[config.mk]
export PLATFORM = sky130hd
export DESIGN_NAME = dmem_access_ctrl
export DESIGN_NICKNAME = d
export VERILOG_FILES = /design/src/rtl/dmem_access_ctrl.sv
export SDC_FILE = /design/constraint.sdc
export NUM_CORES = 1
export LEC_CHECK = 0
export ABC_AREA = 1
export CELL_PAD_IN_SITES_DETAIL_PLACEMENT = 0
export CELL_PAD_IN_SITES_GLOBAL_PLACEMENT = 1
export CORE_AREA = 2 2 153 155
export CTS_BUF_LIST = sky130_fd_sc_hd__clkbuf_2
export CTS_CLUSTER_SIZE = 10
export DETAILED_ROUTE_END_ITERATION = 16
export DIE_AREA = 0 0 155 157
export DONT_BUFFER_PORTS = 1
export PLACE_DENSITY_LB_ADDON = 0.12
export SLEW_MARGIN = 20
export SYNTH_ARGS = -nofsm -noshare
export SYNTH_HDL_FRONTEND = slang
export SYNTH_SLANG_ARGS = --single-unit
[constraint.sdc]
create_clock -name clk -period 2.1 [get_ports clk]
set_input_delay 0.525 -clock clk [delete_from_list [all_inputs] [get_ports clk]]
set_output_delay 0.525 -clock clk [all_outputs]
set_load 0.03 [all_outputs]
[src/rtl/dmem_access_ctrl.sv]
// dmem_access_ctrl: multi-cycle data-memory access controller between EX/MEM and MEM/WB
// Runs one req/ack bus transaction per load/store, stalling the pipeline until it completes.
module dmem_access_ctrl #(
  parameter int ADDR_W  = 64,
  parameter int DATA_W  = 64,
  parameter int TIMEOUT = 15
) (
  input  logic              clk,
  input  logic              rst,
  input  logic              mem_read,
  input  logic              mem_write,
  input  logic [ADDR_W-1:0] addr,
  input  logic [DATA_W-1:0] wdata,
  output logic              stall,
  output logic [DATA_W-1:0] rdata,
  output logic              err,
  output logic              bus_req,
  output logic              bus_we,
  output logic [ADDR_W-1:0] bus_addr,
  output logic [DATA_W-1:0] bus_wdata,
  input  logic              bus_ack,
  input  logic [DATA_W-1:0] bus_rdata
);
  typedef enum logic [1:0] {IDLE, BUS, DONE} state_t;
  state_t state, state_n;
  logic [7:0] cnt;
  logic op, bad, ack, tmo;
  assign op  = mem_read | mem_write;
  assign bad = (addr[2:0] != 3'd0) | (mem_read & mem_write);
  assign ack = (state == BUS) & bus_req & bus_ack;
  // an ack on the final allowed cycle takes priority over the abort
  assign tmo = (state == BUS) & !ack & (cnt == 8'(TIMEOUT - 1));
  always_comb begin
    state_n = IDLE;
    stall   = 1'b0;
    unique case (state)
      IDLE: begin
        stall   = op & !bad;
        state_n = op ? (bad ? DONE : BUS) : IDLE;
      end
      BUS: begin
        stall   = 1'b1;
        state_n = (ack | tmo) ? DONE : BUS;
      end
      default: state_n = IDLE;
    endcase
  end
  always_ff @(posedge clk) begin
    if (!rst) begin
      state     <= IDLE;
      bus_req   <= 1'b0;
      bus_we    <= 1'b0;
      bus_addr  <= '0;
      bus_wdata <= '0;
      rdata     <= '0;
      err       <= 1'b0;
      cnt       <= '0;
    end else begin
      state <= state_n;
      err   <= 1'b0;
      unique case (state)
        IDLE: begin
          if (op & bad) err <= 1'b1;
          if (op & !bad) begin
            bus_req   <= 1'b1;
            bus_we    <= mem_write;
            bus_addr  <= addr;
            bus_wdata <= wdata;
            cnt       <= '0;
          end
        end
        BUS: begin
          if (ack) begin
            bus_req <= 1'b0;
            if (!bus_we) rdata <= bus_rdata;
          end else if (tmo) begin
            bus_req <= 1'b0;
            err     <= 1'b1;
            if (!bus_we) rdata <= '0;
          end else begin
            cnt <= cnt + 8'd1;
          end
        end
        default: ;
      endcase
    end
  end
endmodule
==> summary.txt <==
===============================================================================================
Run status                                                                         complete, but fails checks
Violations in the final reports                                                    setup timing
All-Layer GR Usage                                                                       20.44%
Adder-cell share of the synthesized area                                                0.3139%
Share of flip-flops with an asynchronous set or reset                                        0%
Clock root cell                                                                        clkbuf_2
Main combinational cell family by area after synthesis                             simple AND/OR/NAND/NOR gates
Kind of launch point of the worst setup path                                               flop
Setup skew after layout                                                              0.07624 ns
Total power divided by cell area                                                   724.7 nW/um^2
Maximum number of pins on one net before global-route repair                                127
Number of register bits inferred by synthesis                                               205
Overall Power                                                                           7828 uW
Core area                                                                           22,500 um^2
Estimated wirelength of the detail-placed design                                      17,060 um
Number of nets in the final layout                                                        1,514
Die Outline Area                                                                    24,340 um^2
Worst-case setup margin in the final layout                                          -0.1158 ns
Top Ports                                                                                   393
Cells along the critical path                                                      inv_2, nand2_2, nor2_2, nand4_1, nand2_1, buf_6
Area leader, netlist                                                                    dfxtp_1
Worst-Margin Slew                                                                     0.5743 ns
Number of pins with negative max-slew slack in the final report                               0
Synthesized area per cell                                                            7.136 um^2
Total Routed Length                                                                   26,710 um
Maximum buffer depth of the clock tree                                                        3
Ratio of final minimum period to clock period                                            105.5%
Total of buffers placed on input and output ports                                             0
Clock latency of the later-clocked register in the worst-skew pair                      0.82 ns
Net count after synthesis                                                                 1,316
Setup-failing EPs final                                                                       1
Most frequent cell after synthesis                                                       nor2_1
Post-synthesis instance area                                                          7971 um^2
Critical path's largest stage delay                                                     0.33 ns
Lkg Pwr                                                                             0.004344 uW
Synthesized-area fraction occupied by and/or/nand/nor cells                              29.07%
Layout Utilization                                                                       48.00%
CTS sink count                                                                              205
Clock input transition at the sequential cells of the worst setup and hold paths        0.10 ns
Inserted Clock Buffers                                                                       57
Overall via count from detail_route                                                       7,926
Number of global-route vias before repair                                                 7,663
Initial core utilization                                                                 35.42%
Final count of hold timing violations                                                         0
Final worst path period need                                                           2.216 ns
Weighted congestion at the end of routability-driven global placement                    0.7868
Clock tree from TritonCTS                                                                   yes
Unrepaired setup endpoints after global routing                                            true
Kind of path behind the tightest hold check                                        primary input to flop
Register area share after synthesis                                                      51.48%
Width of the die                                                                         155 um
Total iterations of the first detailed-routing run                                            5
Number of rows created at floorplan                                                          55
Data required time of the critical path                                                 1.57 ns
Average vias per placed instance                                                          4.827
Worst IR Drop VDD                                                                   0.0004119 V
Standard cell with the maximum stage delay on the critical path                         dfxtp_2
Top cells by area, synth                                                           dfxtp_1, nor2_1, o21ai_0
Synth unique cells                                                                           20
Number of synthesized flops with an enable pin                                                0
Fraction of final layout cells with drive strength greater than 1                        9.513%
Reg2reg path depth                                                                           10
WP data arrival                                                                         1.69 ns
Max capacitance violation total                                                               0
Top FF cell, synth                                                                      dfxtp_1
Compound-Gate Fraction of Synth Area                                                     12.51%
Mux contribution to synthesized area                                                         0%
Number of instances on the worst hold path                                                    3
Warnings, synthesis                                                                           0
Drt initial violations                                                                      476
Synthesized netlist cell count                                                            1,117
Max-slew headroom                                                                        61.71%
Area added between synthesis and finish                                                  35.50%
Residual antenna-violating net count after detailed routing                                   0
First-pass GRT wire length                                                            39,990 um
Total grt overflow                                                                            0
Area share of the largest cell type after synthesis                                      51.48%
Sort of element at the end of the critical path                                    primary output
Filler cell count                                                                         2,347
Number of H-tree levels                                                                       2
Peak clock frequency supported by timing                                             0.4513 GHz
Initial antenna violation count                                                               2
Routed WL per cell                                                                     16.26 um
Height of the die                                                                        157 um
Top cells by instance count after synthesis                                        nor2_1, dfxtp_1, nand2_1
Path type of the worst setup path                                                  flop to primary output
Remaining design rule violation count                                                         0
Top fanout value on the critical path                                                         3
Parity-gate share of the synthesized area counting xor and xnor cells                   0.1099%
===============================================================================================
## where the power goes
| group | switching, uW | total (uW) | internal (uW) |
|---|---|---|---|
| clock network | 1700 | 2880 | 1180 |
| registers | 267 | 4250 | 3980 |
| logic | 304 | 696 | 393 |
| total | 2270 | 7830 | 5550 |
## layer usage
metal / global-route usage [%] / up-vias / wire length [um]
li1: - / 3964 / -
met1: 22.11 / 3596 / 10210
met2: 35.39 / 316 / 13070
met3: 8.783 / 48 / 2811
met4: 8.025 / 2 / 597
met5: 0 / - / 13
## metrics by stage
stage / hold WS, ns / setup TNS [ns] / std cells / worst slack (ns) / area, um^2
after floorplan: 0.4503 / 0 / 1117 / 0.1327 / 7971
after global placement: 0.4747 / 0 / 1340 / 0.3828 / 8252
after detailed placement: 0.4811 / 0 / 1340 / 0.3152 / 8252
after CTS: 0.07771 / -0.2363 / 1640 / -0.2363 / 10790
after global routing: 0.08152 / -0.3903 / 1642 / -0.2771 / 10800
final: 0.2082 / -0.1158 / 1642 / -0.1158 / 10800
## area by class of cell
cell class	instances	area (um^2)	area share [%]
Antenna cell	1	2.502	0.02317
Clock inverter	17	96.34	0.8919
Timing Repair Buffer	223	2311	21.39
Clock buffer	83	415.4	3.846
Sequential cell	205	4108	38.03
Multi-Input combinational cell	788	3359	31.10
Tap cell	285	356.6	3.301
Inverter	40	152.6	1.413
## final timing paths
kind	slack (ns)	from	endpoint
max	-0.12	state[1]	stall
min	0.21	rst	bus_addr[5]
max reg2reg	0.01	state[1]	bus_wdata[49]
min reg2reg	0.50	cnt[0]	cnt[0]
## worst max-delay path: cells and delay by family (launching register included)
kind | cells | cell delay, ns
simple gates | 4 | 0.41
flops | 1 | 0.33
buf+inv | 2 | 0.21
## registers in the layout (all words and copies together), names as in the netlist
register	count
bus_addr	64
bus_wdata	64
rdata	64
cnt	8
state	2
bus_req	1
bus_we	1
err	1
## cells in the final DEF, fill, tap and decap left out, types with 16 or more instances in the layout
cell           synthesis  final
nand2_1              160    158
dfxtp_1              205    202
nor2_1               353    352
dlygate4sd3_1          0    195
a21oi_1               64     64
inv_1                 35     34
buf_4                  3     16
o21ai_0              129    113
nand3_1               71     71
clkbuf_2               0     83
## timing repair
| item | CTS | global route |
|---|---|---|
| setup buffers | 4 | 1 |
| hold endpoints to repair | 205 | 0 |
| gates cloned | 0 | 0 |
| gates resized for setup | 6 | 18 |
| hold buffers | 196 | 0 |
| pin swaps | 3 | 2 |
| endpoints found under the setup margin | 2 | 52 |
## cells by family after synthesis
group / count (synthesis)
AO/OA/AOI/OAI: 196
XOR/XNOR: 1
adder cells (fa/ha/maj): 2
buffers and inverters: 124
flip-flops: 205
AND/OR/NAND/NOR: 589
Note: power is estimated with default switching activity, not from simulation.
